==> src/rtl/fetch_sequencer_pkg.sv <==
// Shared definitions for the fetch sequencer: FSM states, PC step and default halt word.
package fetch_sequencer_pkg;

  typedef enum logic [1:0] {
    IDLE  = 2'd0,
    ISSUE = 2'd1,
    WAIT  = 2'd2,
    LATCH = 2'd3
  } fetch_state_e;

  // Instructions are 32-bit words in a byte-addressed ROM.
  localparam logic [7:0]  PC_INC            = 8'd4;
  localparam logic [31:0] DEFAULT_HALT_CODE = 32'h0000_0000;

endpackage

==> src/rtl/fetch_sequencer_key_debounce.sv <==
// Single-step key conditioning: 2-flop synchronizer, stability counter and
// a one-cycle step pulse on the debounced press edge.
module key_debounce #(
  parameter int DEBOUNCE_CYCLES = 16
) (
  input  logic clk,
  input  logic rst_n,
  input  logic button_i,
  output logic step_o
);

  localparam int            CW       = $clog2(DEBOUNCE_CYCLES + 1);
  localparam logic [CW-1:0] CNT_LAST = CW'(DEBOUNCE_CYCLES - 1);

  logic          sync1_q, sync2_q;
  logic          level_q, level_d;
  logic [CW-1:0] cnt_q, cnt_d;
  logic          step_q, step_d;

  // Count consecutive synced samples that disagree with the debounced level;
  // any agreeing sample restarts the count, so bounces never get through.
  always_comb begin
    level_d = level_q;
    cnt_d   = '0;
    step_d  = 1'b0;
    if (sync2_q != level_q) begin
      if (cnt_q == CNT_LAST) begin
        level_d = sync2_q;
        step_d  = sync2_q;
      end else begin
        cnt_d = cnt_q + 1'b1;
      end
    end
  end

  // Synchronizer, debounced level, counter and registered step pulse.
  always_ff @(posedge clk or negedge rst_n) begin
    if (!rst_n) begin
      sync1_q <= 1'b0;
      sync2_q <= 1'b0;
      level_q <= 1'b0;
      cnt_q   <= '0;
      step_q  <= 1'b0;
    end else begin
      sync1_q <= button_i;
      sync2_q <= sync1_q;
      level_q <= level_d;
      cnt_q   <= cnt_d;
      step_q  <= step_d;
    end
  end

  assign step_o = step_q;

endmodule

==> src/rtl/fetch_sequencer.sv <==
// Instruction fetch sequencer: single-step or free-run fetch from a
// synchronous ROM, with halt detection and a byte-lane LED display.
module fetch_sequencer
  import fetch_sequencer_pkg::*;
#(
  parameter int          DEBOUNCE_CYCLES = 16,
  parameter int          RUN_DIV         = 4,
  parameter logic [31:0] HALT_CODE       = DEFAULT_HALT_CODE
) (
  input  logic        clk,
  input  logic        rst_n,
  input  logic        button_i,
  input  logic        run_i,
  input  logic [1:0]  select_i,
  input  logic [31:0] memDout_i,
  output logic        memEn_o,
  output logic [7:0]  memAddr_o,
  output logic [7:0]  pc_o,
  output logic [31:0] instCode_o,
  output logic        instValid_o,
  output logic        halted_o,
  output logic [7:0]  led_o
);

  localparam int               DIV_W    = $clog2(RUN_DIV);
  localparam logic [DIV_W-1:0] DIV_LAST = DIV_W'(RUN_DIV - 1);

  fetch_state_e     state_q, state_d;
  logic [7:0]       pc_q, pc_d;
  logic [31:0]      instCode_q, instCode_d;
  logic             halted_q, halted_d;
  logic [DIV_W-1:0] divCnt_q, divCnt_d;
  logic [7:0]       led_q, ledSel;
  logic             stepPulse;
  logic             runTick;
  logic             memEn;
  logic             instValid;

  key_debounce #(
    .DEBOUNCE_CYCLES(DEBOUNCE_CYCLES)
  ) u_keyDebounce (
    .clk     (clk),
    .rst_n   (rst_n),
    .button_i(button_i),
    .step_o  (stepPulse)
  );

  // Run-mode divider: held at zero unless free-running and not halted.
  always_comb begin
    runTick  = run_i && !halted_q && (divCnt_q == DIV_LAST);
    divCnt_d = divCnt_q + 1'b1;
    if (!run_i || halted_q || runTick) begin
      divCnt_d = '0;
    end
  end

  // Fetch FSM next state and datapath; requests outside IDLE are simply ignored.
  always_comb begin
    state_d    = state_q;
    pc_d       = pc_q;
    instCode_d = instCode_q;
    halted_d   = halted_q;
    memEn      = 1'b0;
    instValid  = 1'b0;
    case (state_q)
      IDLE: begin
        if (stepPulse || runTick) state_d = ISSUE;
      end
      ISSUE: begin
        memEn   = 1'b1;
        state_d = WAIT;
      end
      WAIT: begin
        instCode_d = memDout_i;
        pc_d       = pc_q + PC_INC;
        state_d    = LATCH;
      end
      LATCH: begin
        instValid = 1'b1;
        if (run_i && (instCode_q == HALT_CODE)) halted_d = 1'b1;
        state_d = IDLE;
      end
      default: state_d = IDLE;
    endcase
    if (!run_i) halted_d = 1'b0;
  end

  // Byte lane of the current instruction to show on the LEDs.
  always_comb begin
    ledSel = instCode_q[7:0];
    case (select_i)
      2'd0: ledSel = instCode_q[7:0];
      2'd1: ledSel = instCode_q[15:8];
      2'd2: ledSel = instCode_q[23:16];
      2'd3: ledSel = instCode_q[31:24];
      default: ledSel = instCode_q[7:0];
    endcase
  end

  // State, PC, instruction, halt flag, divider and LED registers.
  always_ff @(posedge clk or negedge rst_n) begin
    if (!rst_n) begin
      state_q    <= IDLE;
      pc_q       <= '0;
      instCode_q <= '0;
      halted_q   <= 1'b0;
      divCnt_q   <= '0;
      led_q      <= '0;
    end else begin
      state_q    <= state_d;
      pc_q       <= pc_d;
      instCode_q <= instCode_d;
      halted_q   <= halted_d;
      divCnt_q   <= divCnt_d;
      led_q      <= ledSel;
    end
  end

  assign memEn_o     = memEn;
  assign memAddr_o   = pc_q;
  assign pc_o        = pc_q;
  assign instCode_o  = instCode_q;
  assign instValid_o = instValid;
  assign halted_o    = halted_q;
  assign led_o       = led_q;

endmodule

==> config.mk <==
export PLATFORM = sky130hd
export DESIGN_NAME = fetch_sequencer
export DESIGN_NICKNAME = d
export VERILOG_FILES = /design/src/rtl/fetch_sequencer_pkg.sv /design/src/rtl/fetch_sequencer_key_debounce.sv /design/src/rtl/fetch_sequencer.sv
export SDC_FILE = /design/constraint.sdc
export NUM_CORES = 1
export LEC_CHECK = 0
export CORE_MARGIN = 1.5
export CORE_UTILIZATION = 40
export CTS_CLUSTER_DIAMETER = 50
export CTS_CLUSTER_SIZE = 24
export DETAILED_ROUTE_END_ITERATION = 8
export PLACE_DENSITY_LB_ADDON = 0.3
export SYNTH_ARGS = -nofsm -noshare
export SYNTH_HDL_FRONTEND = slang
export SYNTH_SLANG_ARGS = --single-unit
==> constraint.sdc <==
create_clock -name clk -period 1.5 [get_ports clk]
set_input_delay 0.375 -clock clk [delete_from_list [all_inputs] [get_ports clk]]
set_output_delay 0.375 -clock clk [all_outputs]
set_load 0.01 [all_outputs]
==> impl_metrics.env, run 1 <==
export IMPL_grt_pass1_vias=2049
export IMPL_leakage_nw=1.87
export IMPL_holdWs_ns=0.0431
export IMPL_arrival_ns=1.84
export IMPL_cts_sinks=60
export IMPL_clock_path_buffers=2
export IMPL_drc=0
export IMPL_postSynthCellCount=176
export IMPL_first_iter_violations=117
export IMPL_die_h_um=83.3
export IMPL_fp_dieW_um=83.3
export IMPL_gp_congestion=0.792
export IMPL_ir_drop_mv=1.01
export IMPL_cts_buffers=9
export IMPL_cp_startpoint="instCode_o[9]"
export IMPL_post_place_ws_ns=-0.225
export IMPL_period_needed_ns=1.58
export IMPL_wirelength_um=6710
export IMPL_power_density_nw_per_um2=2050
export IMPL_ys_warn_count=0
export IMPL_fin_skew_ns=0.00860
export IMPL_vias_per_cell=5.05
export IMPL_max_freq_mhz=633
export IMPL_ys_seq_elements=60
export IMPL_syn_area_um2=2580
export IMPL_grt_first_pass_wirelength_um=10100
export IMPL_endpoint_kind="flip-flop"
export IMPL_clkSlewWorstSetupHoldPaths_ns=0.07
export IMPL_critPathLaunchType="flip-flop"
export IMPL_cp_max_fo=2
export IMPL_ys_seq_area_share_pct=58.2
export IMPL_clk_insertion_delay_late_ns=0.33
export IMPL_drv_slew=0
export IMPL_drv_cap=0
export IMPL_dp_hpwl_um=4420
export IMPL_rows=29
export IMPL_post_route_util_pct=65.8
export IMPL_final_common_cell="dfrtp_1"
export IMPL_die_area_um2=6940
export IMPL_total_power_mw=8.47
export IMPL_first_pass_iters=4
export IMPL_r2r_start="instCode_o[9]"
export IMPL_rsz0062_at_grt="true"
export IMPL_final_cell_mix="60 x dfrtp_1, 36 x clkdlybuf4s50_1, 34 x dlygate4sd2_1, 33 x buf_4, 26 x mux2_2"
export IMPL_finalSetupViolCount=1
export IMPL_cts_tree="done"
export IMPL_pin_count=97
export IMPL_violations="negative setup slack"
export IMPL_post_route_period_util_pct=105
export IMPL_wl_per_cell_um=17.1
export IMPL_critical_path_class="reg -> reg"
export IMPL_r2r_cells=3
export IMPL_design_area_um2=4130
export IMPL_antenna_found_initial=0
export IMPL_track_usage_pct=19.2
export IMPL_placed_cell_area_um2=3800
export IMPL_layout_drive_gt1_share_pct=34.6
export IMPL_initial_core_util_pct=41.1
export IMPL_vias=1978
export IMPL_outcome="complete, but fails checks"
export IMPL_hp_class="in -> async"
export IMPL_avgSynthCellArea_um2=14.7
export IMPL_layout_nets=357
export IMPL_grt_remaining_overflow=0
export IMPL_hold_viol=0
export IMPL_grt_max_degree=61
export IMPL_port_buffers=92
export IMPL_cts_htree_levels=3
export IMPL_core_um2=6280
export IMPL_diodes=0
export IMPL_drtAntennaViolNets=0
export IMPL_ys_types=29
export IMPL_syn_to_final_growth_pct=60.2
export IMPL_cp_required_ns=1.76
export IMPL_cts_root_buf="clkbuf_8"
export IMPL_setup_ws_ns=-0.0809
==> path summary, 6_finish.rpt <==
| check | slack, ns | endpoint |
|---|---|---|
| min in group clk | 0.35 | u_keyDebounce.sync2_q |
| setup / recovery | -0.08 | halted_o |
| hold / removal | 0.04 | memAddr_o[7] |
| setup reg to reg | -0.08 | halted_o |
| hold reg to reg | 0.35 | u_keyDebounce.sync2_q |
| max in group asynchronous | 1.20 | instCode_o[18] |
==> cell usage after synthesis (all sizes together) <==
cell,number,area share (%)
or4,2,0.58
clkbuf,2,0.29
a21oi,2,0.39
mux4,8,7.1
nor4,5,1.2
nand3,3,0.58
inv,3,0.44
nor2b,2,0.49
nor2,3,0.44
conb,1,0.15
ha,8,3.9
o21ai,5,0.97
nor4bb,1,0.39
xnor2,5,1.7
mux2,34,15
nor3b,2,0.58
nand3b,2,0.58
dfrtp,60,58
nor4b,3,1.0
buf,14,3.6
nand4b,1,0.34
xor2,2,0.68
nand2,5,0.73
nand4,3,0.73
==> final cells by class <==
class | count | area [µm²]
Timing Repair Buffer | 137 | 1310
Tap cell | 77 | 96.3
Clock buffer | 13 | 149
Clock inverter | 2 | 35.0
Inverter | 3 | 13.8
Sequential cell | 60 | 1500
Fill cell | 498 | 2150
Multi-Input combinational cell | 100 | 1020
==> state kept, by name, indices dropped and copies added (netlist names) <==
signal                 count
u_keyDebounce.step_o       1
u_keyDebounce.level_q      1
u_keyDebounce.cnt_q        5
u_keyDebounce.sync2_q      1
u_keyDebounce.sync1_q      1
state_q                    2
halted_o                   1
led_o                      8
instCode_o                32
divCnt_q                   2
memAddr_o                  6
==> critical path, stage by stage, from the launching register on <==
cell and delay, ns:
dfrtp_1 0.38, or4_4 0.53, or4_4 0.49, o21ai_1 0.12
==> stage by stage <==
stage | std cells | TNS, ns
after floorplan | 179 | 0
after global routing | 392 | -0.232
after global placement | 362 | -1.50
after detailed placement | 362 | -1.70
after CTS | 384 | -0.153
final | 392 | -0.0809
==> report_power, final <==
part	switching, mW	internal (mW)	leakage, nW	total [mW]
logic	1.73	2.56	1.05	4.30
registers	0.492	2.30	0.727	2.79
clock network	0.578	0.803	0.0935	1.38
total	2.80	5.67	1.87	8.47
==> routing by layer <==
| metal | vias to the layer above | GRT usage (%) | routed length [µm] |
|---|---|---|---|
| li1 | 898 | - | - |
| met1 | 1002 | 22.8 | 2760 |
| met2 | 68 | 32.2 | 3490 |
| met3 | 10 | 7.06 | 386 |
| met4 | 0 | 6.36 | 78 |
| met5 | - | 0 | 0 |
==> kinds of logic after synthesis <==
kind of cell	count (synthesis)	share of synthesized area [%]
fa+ha+maj	8	3.88
simple gates	32	7.67
other cells	1	0.145
flops	60	58.2
xor+xnor	7	2.38
compound gates	7	1.36
mux	42	22.0
buf+inv	19	4.37
==> repair_timing <==
item                       4_1_cts  5_1_grt
setup endpoints to repair       63       36
cloned                           0        4
hold buffers                     0        0
resized for setup               85       16
pin swaps                        6        6
setup buffers                    7        5
Power figures use the tool's default switching activity.
==> run 2: changes to the inputs <==
CORE_MARGIN = 2   (was 1.5)
SLEW_MARGIN = 20   (was not set)
==> run 2 against run 1 <==
The flow still finishes with violations (negative setup slack). Combinational power is 15% lower. Critical path depth stayed put. Clock-buffer cell count is 1 lower. Via count is 4.2% lower. First-iteration DRC count is 72% lower. Utilization is 2.8 points lower. Cell area is 4.2% lower. Global-route usage is 1.0 points lower.
==> impl_metrics.env, run 2 (synthesis gave the netlist of run 1 again) <==
export IMPL_cpPeakStageDelay_ns=0.49
export IMPL_cts_buffers=9
export IMPL_fill_cells=530
export IMPL_period_needed_ns=1.53
export IMPL_antenna_found_initial=0
export IMPL_total_power_mw=7.73
export IMPL_layout_nets=348
export IMPL_r2r_setup_slack_ns=-0.03
export IMPL_cts_sinks=60
export IMPL_track_usage_pct=18.2
export IMPL_wl_per_cell_um=15.6
export IMPL_cts_htree_levels=3
export IMPL_critPathLaunchType="flip-flop"
export IMPL_cts_root_buf="clkbuf_8"
export IMPL_outcome="complete, but fails checks"
export IMPL_diodes=0
export IMPL_first_iter_violations=33
export IMPL_grt_remaining_overflow=0
export IMPL_design_area_um2=3960
export IMPL_max_freq_mhz=653
export IMPL_arrival_ns=1.79
export IMPL_final_cell_mix="60 x dfrtp_1, 36 x clkdlybuf4s50_1, 34 x dlygate4sd2_1, 30 x buf_4, 26 x mux2_2"
export IMPL_first_pass_iters=4
export IMPL_syn_to_final_growth_pct=53.4
export IMPL_fin_tns_setup_ns=-0.0322
export IMPL_pin_count=97
export IMPL_intPower_mw=5.16
export IMPL_clk_insertion_delay_late_ns=0.33
export IMPL_path_cells="or4_1 > or4_1 > o21ai_1"
export IMPL_drv_cap=0
export IMPL_critical_path_class="reg -> reg"
export IMPL_pwr_share_clk_pct=16.6
export IMPL_seq_power_share_pct=35.9
export IMPL_die_area_um2=7100
export IMPL_dp_hpwl_um=4490
export IMPL_gp_congestion=0.758
export IMPL_vias_per_cell=4.96
export IMPL_rsz0062_at_grt="true"
export IMPL_power_switching_mw=2.57
export IMPL_pwr_share_comb_pct=47.5
export IMPL_endpoint_kind="flip-flop"
export IMPL_clock_path_buffers=2
export IMPL_rows=29
export IMPL_path_common_cell="or4_1"
export IMPL_drtAntennaViolNets=0
export IMPL_hp_class="reg -> reg"
export IMPL_power_density_nw_per_um2=1950
export IMPL_port_buffers=92
export IMPL_initial_core_util_pct=41.1
export IMPL_vias=1895
export IMPL_grt_pass1_vias=1979
export IMPL_fp_dieW_um=84.3
export IMPL_cp_required_ns=1.76
export IMPL_cts_tree="done"
export IMPL_holdWs_ns=0.353
export IMPL_grt_first_pass_wirelength_um=9890
export IMPL_final_cells=382
export IMPL_hold_viol=0
export IMPL_clkSlewWorstSetupHoldPaths_ns=0.06
export IMPL_grt_max_degree=27
export IMPL_violations="negative setup slack"
export IMPL_critPathSlowestCell="or4_1"
export IMPL_fin_skew_ns=0.00773
export IMPL_post_route_period_util_pct=102
export IMPL_cp_max_fo=2
export IMPL_layout_drive_gt1_share_pct=31.8
export IMPL_swShare_pct=33.2
export IMPL_leakage_nw=1.79
export IMPL_core_um2=6280
export IMPL_drc=0
export IMPL_finalSetupViolCount=1
export IMPL_dp_cells=362
export IMPL_die_h_um=84.3
export IMPL_placed_cell_area_um2=3800
export IMPL_wirelength_um=5970
export IMPL_final_common_cell="dfrtp_1"
export IMPL_setup_ws_ns=-0.0322
export IMPL_drv_slew=0
export IMPL_ir_drop_mv=0.978
export IMPL_largest_reg_flops=32
-- run 2: cell count changes in the layout (fill, tap and decap cells not counted), sizes merged --
cell / delta
buf: -6
bufinv: -1
clkbuf: -6
clkdlybuf4s15: +1
clkinv: +1
dlygate4sd3: +1
-- run 2: worst paths after layout --
path / from / end / depth (start not counted)
worst max-delay path: instCode_o[25] / halted_o / 3
min in group asynchronous: rst_n / led_o[4] / 2
worst max register to register: instCode_o[25] / halted_o / 3
worst min-delay path: u_keyDebounce.sync1_q / u_keyDebounce.sync2_q / 0
max in group asynchronous: rst_n / led_o[3] / 3
worst min register to register: u_keyDebounce.sync1_q / u_keyDebounce.sync2_q / 0
-- run 2: critical path: cells and delay by family (launching register included) --
family | cells | cell delay, ns
AND/OR/NAND/NOR | 2 | 0.96
AO/OA/AOI/OAI | 1 | 0.12
flip-flops | 1 | 0.39
-- run 2: final cells by class --
class | instances | area [µm²] | area share (%)
Tap cell | 77 | 96.3 | 2.44
Sequential cell | 60 | 1500 | 38.0
Clock buffer | 12 | 165 | 4.17
Timing Repair Buffer | 128 | 1160 | 29.4
Clock inverter | 2 | 10.0 | 0.253
Inverter | 3 | 11.3 | 0.285
Multi-Input combinational cell | 100 | 1010 | 25.5
-- run 2: stage by stage --
step           worst slack, ns  util [%]
2_1_floorplan          0.00677         -
3_3_place_gp            -0.220      60.5
3_5_place_dp            -0.220      60.5
4_1_cts                -0.0896      63.3
5_1_grt                 -0.111      63.0
6_report               -0.0322      63.0
-- run 2: routing by layer --
metal / track usage (%) / part of all wire, % / routed length, µm / vias up
met2: 29.9 / 50 / 3010 / 68
met1: 22.2 / 41 / 2440 / 933
met4: 8.80 / 2.0 / 120 / 0
met5: 0 / 0 / 0 / -
li1: - / - / - / 884
met3: 4.92 / 6.7 / 398 / 10
-- run 2: repair_timing --
item                                   4_1_cts  5_1_grt
hold buffers                                 1        0
pin swaps                                    0        4
setup buffers                                5        0
cloned                                       0        0
gates resized for setup                     83        9
setup endpoints to repair                   56        6
endpoints found under the hold margin        8        0
-- run 2: power by group through the flow --
stage	clock network [mW]	registers [mW]	logic [mW]
after floorplan	0	3.12	1.40
after global placement	0	2.81	3.99
after detailed placement	0	2.83	4.06
after CTS	1.32	2.76	3.77
after global routing	1.38	2.86	3.98
final	1.28	2.77	3.67
==> run 3: changes to the inputs <==
CORE_UTILIZATION = 47   (was 40)
CTS_CLUSTER_DIAMETER = 120   (was 50)
clock period = 1.8 ns   (was 1.5 ns; I/O delays follow)
==> run 3 against run 2 <==
The run now ends clean. Cell area fell by 4.0%. Utilization rose by 10 points. Die area fell by 14%. Total power fell by 17%. Largest power group unchanged.
==> impl_metrics.env, run 3 (synthesis gave the netlist of run 1 again) <==
export IMPL_drv_cap=0
export IMPL_fill_cells=374
export IMPL_crit_cells=1
export IMPL_cts_tree="done"
export IMPL_drv_slew=0
export IMPL_fp_dieW_um=78.1
export IMPL_first_iter_violations=72
export IMPL_clkSlewWorstSetupHoldPaths_ns=0.07
export IMPL_fin_tns_setup_ns=0
export IMPL_power_density_nw_per_um2=1700
export IMPL_critPathLaunchType="flip-flop"
export IMPL_r2r_start="instCode_o[25]"
export IMPL_fin_skew_ns=0.0115
export IMPL_r2r_setup_slack_ns=0.22
export IMPL_largest_reg_flops=32
export IMPL_vias_per_cell=5.09
export IMPL_layout_nets=322
export IMPL_vias=1786
export IMPL_arrival_ns=1.31
export IMPL_cp_required_ns=1.35
export IMPL_endpoint_kind="output pin"
export IMPL_die_h_um=78.1
export IMPL_swShare_pct=31.9
export IMPL_r2r_cells=3
export IMPL_drc=0
export IMPL_use_met2_pct=31.7
export IMPL_die_area_um2=6090
export IMPL_crit_family="buffers and inverters"
export IMPL_syn_to_final_growth_pct=47.4
export IMPL_grt_remaining_overflow=0
export IMPL_outcome="finished clean"
export IMPL_grt_use_met1_pct=25.2
export IMPL_port_buffers=92
export IMPL_clock_path_buffers=2
export IMPL_grt_max_degree=61
export IMPL_rows=26
export IMPL_grtUsageMet3_pct=4.94
export IMPL_critPathSlowestCell="clkdlybuf4s50_1"
export IMPL_wirelength_um=5530
export IMPL_hp_class="in -> async"
export IMPL_design_area_um2=3800
export IMPL_setup_ws_ns=0.0417
export IMPL_period_needed_ns=1.76
export IMPL_track_usage_pct=19.7
export IMPL_dp_hpwl_um=3950
export IMPL_cpPeakStageDelay_ns=0.56
export IMPL_seq_power_share_pct=37.5
export IMPL_leakage_nw=1.63
export IMPL_final_common_cell="clkdlybuf4s50_1"
export IMPL_cts_sinks=60
export IMPL_worst_path_buf_inv=1
export IMPL_final_cells=351
export IMPL_cp_max_fo=4
export IMPL_wl_per_cell_um=15.8
export IMPL_final_cell_mix="84 x clkdlybuf4s50_1, 58 x dfrtp_1, 26 x mux2_2, 9 x clkbuf_8, 8 x mux2_1"
export IMPL_ir_drop_mv=1.10
export IMPL_holdWs_ns=0.0990
export IMPL_pin_count=97
export IMPL_cts_buffers=9
export IMPL_max_freq_mhz=569
export IMPL_intPower_mw=4.39
export IMPL_grt_pass1_vias=1858
export IMPL_pwr_share_clk_pct=17.6
export IMPL_pwr_share_comb_pct=44.8
export IMPL_hold_viol=0
export IMPL_antenna_found_initial=0
export IMPL_first_pass_iters=6
export IMPL_cts_root_buf="clkbuf_8"
export IMPL_total_power_mw=6.45
export IMPL_grt_first_pass_wirelength_um=9070
export IMPL_drtAntennaViolNets=0
export IMPL_post_place_ws_ns=0.00415
export IMPL_layout_drive_gt1_share_pct=22.1
export IMPL_diodes=0
export IMPL_power_switching_mw=2.06
export IMPL_clk_insertion_delay_late_ns=0.34
export IMPL_placed_cell_area_um2=3580
export IMPL_finalSetupViolCount=0
export IMPL_busiest_layer="met2"
export IMPL_core_um2=5200
export IMPL_initial_core_util_pct=49.5
export IMPL_critical_path_class="reg -> out"
export IMPL_r2r_end="halted_o"
export IMPL_post_route_util_pct=73.0
export IMPL_dp_cells=331
export IMPL_post_route_period_util_pct=97.7
export IMPL_path_cells="clkdlybuf4s50_1"
export IMPL_gp_congestion=0.756
export IMPL_cts_htree_levels=3
## run 3: cell types whose count changed in the layout (fill, tap and decap cells not counted), moves of 3 or more
cell             previous run  this run
clkdlybuf4s50_1            36        84
dlygate4sd2_1              34         3
buf_4                      30         7
clkdlybuf4s15_1            12         0
clkbuf_2                    5         0
buf_2                       5         1
dlymetal6s2s_1              0         4
clkbuf_8                   12         9
## run 3: final cells by class
cell class | instances | area [µm²] | area share, %
Clock buffer | 11 | 131 | 3.46
Clock inverter | 5 | 52.6 | 1.38
Inverter | 3 | 11.3 | 0.296
Multi-Input combinational cell | 100 | 978 | 25.7
Sequential cell | 60 | 1500 | 39.6
Tap cell | 70 | 87.6 | 2.30
Timing Repair Buffer | 102 | 1030 | 27.2
## run 3: repair_timing
action                     in CTS  in global routing
resized for setup               3                  7
setup endpoints to repair       7                 11
buffers inserted                2                  2
pin swaps                       0                  0
hold buffers                    0                  0
gates cloned                    0                  0
## run 3: power groups by stage
stage	registers, mW	clock network (mW)	logic [mW]
2_1_floorplan	2.59	0	1.15
3_3_place_gp	2.44	0	2.81
3_5_place_dp	2.46	0	2.87
4_1_cts	2.43	1.16	2.90
5_1_grt	2.51	1.23	3.08
6_report	2.42	1.14	2.89
## run 3: routing by layer
layer  vias up  routed length (µm)
met5         -                   0
met4         0                  89
met3         9                 293
met2        59                2770
met1       897                2380
li1        821                   -
## run 3: worst max path at each step
stage / end / slack (ns) / startpoint
4_1_cts: memAddr_o[4] / 0.006 / memAddr_o[4]
5_1_grt: instCode_o[1] / -0.004 / instCode_o[1]
3_5_place_dp: led_o[3] / 0.004 / select_i[0]
2_1_floorplan: instCode_o[16] / 0.12 / state_q[0]
3_3_place_gp: led_o[3] / 0.02 / select_i[0]
6_report: instCode_o[10] / 0.04 / instCode_o[10]
==> edit: new RTL, flow settings as in run 1 <==
`DEBOUNCE_CYCLES` is set to 16 in 2 places; all go to 32.
--- a/src/rtl/fetch_sequencer_key_debounce.sv
+++ b/src/rtl/fetch_sequencer_key_debounce.sv
@@ -2,5 +2,5 @@
 // a one-cycle step pulse on the debounced press edge.
 module key_debounce #(
-  parameter int DEBOUNCE_CYCLES = 16
+  parameter int DEBOUNCE_CYCLES = 32
 ) (
   input  logic clk,
--- a/src/rtl/fetch_sequencer.sv
+++ b/src/rtl/fetch_sequencer.sv
@@ -4,5 +4,5 @@
   import fetch_sequencer_pkg::*;
 #(
-  parameter int          DEBOUNCE_CYCLES = 16,
+  parameter int          DEBOUNCE_CYCLES = 32,
   parameter int          RUN_DIV         = 4,
   parameter logic [31:0] HALT_CODE       = DEFAULT_HALT_CODE
Behaviour: same outputs for any inputs over 10 cycles, from zero or initial values and one cycle with rst_n low; that may be too few to reach the edited logic, so the function may still have changed.
==> edit against run 1 <==
  * The run ends with design-rule violations left
  * Final area shrank 4.0%
  * Setup slack gained 0.14 ns
  * Count of clock-buffer cells in the layout shrank 1
  * Synthesized cell count grew 3.4%
  * Fmax grew 9.4%
  * Non-clock buffer count shrank 23
  * Routed wire length shrank 10%
  * Area after synthesis grew 3.9%
  * Via count shrank 5.6%
  * Sequential cell count grew 1
  * Total power shrank 7.7%
  * Die area grew 3.7%
  * Clock power grew 4%
  * Critical endpoint is now memEn_o
  * Highest routed layer unchanged
==> edit: results (changes against run 1) <==
Commonest cells in the netlist -> 61 x dfrtp_1, 34 x mux2_2, 11 x buf_4 (was 60 x dfrtp_1, 26 x mux2_2, 10 x buf_4)
Ranking of synthesized cells by area -> dfrtp_1 57%, mux2_2 14%, mux4_2 4.2%, ha_1 3.7%, buf_4 3.1% (was dfrtp_1 58%, mux2_2 11%, mux4_2 6.1%, ha_1 3.9%, mux2_1 3.5%)
Failing checks -> design-rule violations (was negative setup slack)
Slowest Stage Delay on Critical Path -> 0.41 ns (was 0.53 ns)
Gpl congestion -> 0.7533 (was 0.7924)
Dpl cell area -> 3752 µm² (was 3800 µm²)
Wire length on met1 -> 2539 µm (was 2757 µm)
Post-DR vias/cell -> 4.968 (was 5.046)
Slowest CP cell -> dfrtp_1 (was or4_4)
Routed len/inst -> 15.99 µm (was 17.12 µm)
DP Cell Count -> 351 (was 362)
Fraction of the mapped netlist area in adder cells -> 3.737% (was 3.882%)
Initial DRC count -> 73 (was 117)
GRT busiest layer -> met2 (unchanged)
Grt met2 use -> 28.44% (was 32.22%)
Seq/Total Area, Yosys -> 56.98% (was 58.22%)
WP data arrival -> 1.07 ns (was 1.84 ns)
Top delay family on crit path -> flip-flops (was simple AND/OR/NAND/NOR gates)
Gate Count Post-Synth -> 182 (was 176)
Synth Area in XOR/XNOR -> 3.270% (was 2.377%)
GR Util met3 -> 6.518% (was 7.058%)
DR WL met2 -> 2959 µm (was 3488 µm)
Worst min path class -> flip-flop to flip-flop (was input port to asynchronous set/reset pin)
Drt drc -> 9 (was 0)
Clock power share -> 18.3% (was 16.3%)
Via count -> 1,868 (was 1,978)
GRT Util Overall -> 18.27% (was 19.17%)
Yosys cell types -> 30 (was 29)
Routed wl met3 -> 435 µm (was 386 µm)
Leakage power -> 1.778 nW (was 1.867 nW)
# fillers -> 525 (was 498)
Pwr dens -> 1973 nW/µm² (was 2050 nW/µm²)
VDD IR max -> 0.001000 V (was 0.001010 V)
First-pass GRT wire length -> 9936 µm (was 10,090 µm)
Worst Path Max Fanout -> 3 (was 2)
Met1 usage -> 23.75% (was 22.83%)
Seq power -> 0.00291 W (was 0.00279 W)
Clk root buf -> clkbuf_8 (unchanged)
Switching Power -> 0.002627 W (was 0.002803 W)
Vias in the first global route -> 1,961 (was 2,049)
Status -> finished with violations (unchanged)
Setup Skew -> 0.008779 ns (was 0.008596 ns)
HPWL Detailed -> 4314 µm (was 4416 µm)
Largest net degree at the start of global routing -> 29 (was 61)
First-pass detailed-route iteration total -> 6 (was 4)
Share of cells above drive strength 1 -> 29.43% (was 34.60%)
Mux cell area share after synthesis -> 21.81% (was 21.98%)
[edit: repair_timing]
action	in CTS	in global routing
hold buffers	1	0
hold endpoints to repair	1	0
pin swaps	1	1
endpoints found under the setup margin	55	4
gates resized for setup	64	7
setup buffers	8	0
[edit: final cells by class]
cell class	instances	area, µm²	area share, %
timing repair buffer	114	1091	27.52
inverter	3	11.26	0.2840
sequential	61	1528	38.53
clock buffer	12	145.1	3.660
clock inverter	4	47.55	1.199
multi-input combinational	105	1046	26.38
tap	77	96.34	2.430
[edit: final timing paths]
kind                                            startpoint                               to  slack [ns]  cells after the start
setup / recovery                    state_q[1]$_DFFE_PN0P_                          memEn_o        0.06                      3
hold / removal             u_keyDebounce.sync1_q$_DFF_PN0_  u_keyDebounce.sync2_q$_DFF_PN0_        0.37                      0
setup reg to reg                    state_q[0]$_DFFE_PN0P_             halted_o$_DFFE_PN0P_        0.09                      5
hold reg to reg            u_keyDebounce.sync1_q$_DFF_PN0_  u_keyDebounce.sync2_q$_DFF_PN0_        0.37                      0
max in group asynchronous                            rst_n               led_o[0]$_DFF_PN0_        0.69                      3
min in group asynchronous                            rst_n         memAddr_o[6]$_DFFE_PN0P_        0.42                      2
[edit: through the flow]
step	hold slack (ns)	setup WS [ns]
2_1_floorplan	0.07941	0.1039
3_3_place_gp	0.2236	-0.2066
3_5_place_dp	0.2229	-0.2296
4_1_cts	0.3658	0.01151
5_1_grt	0.3848	-0.02664
6_report	0.3657	0.05542
[edit: logic make-up after synthesis]
| kind of cell | count (synthesis) |
|---|---|
| flops | 61 |
| other cells | 1 |
| buf+inv | 19 |
| simple gates | 34 |
| mux | 43 |
| xor+xnor | 10 |
| fa+ha+maj | 8 |
| compound gates | 6 |
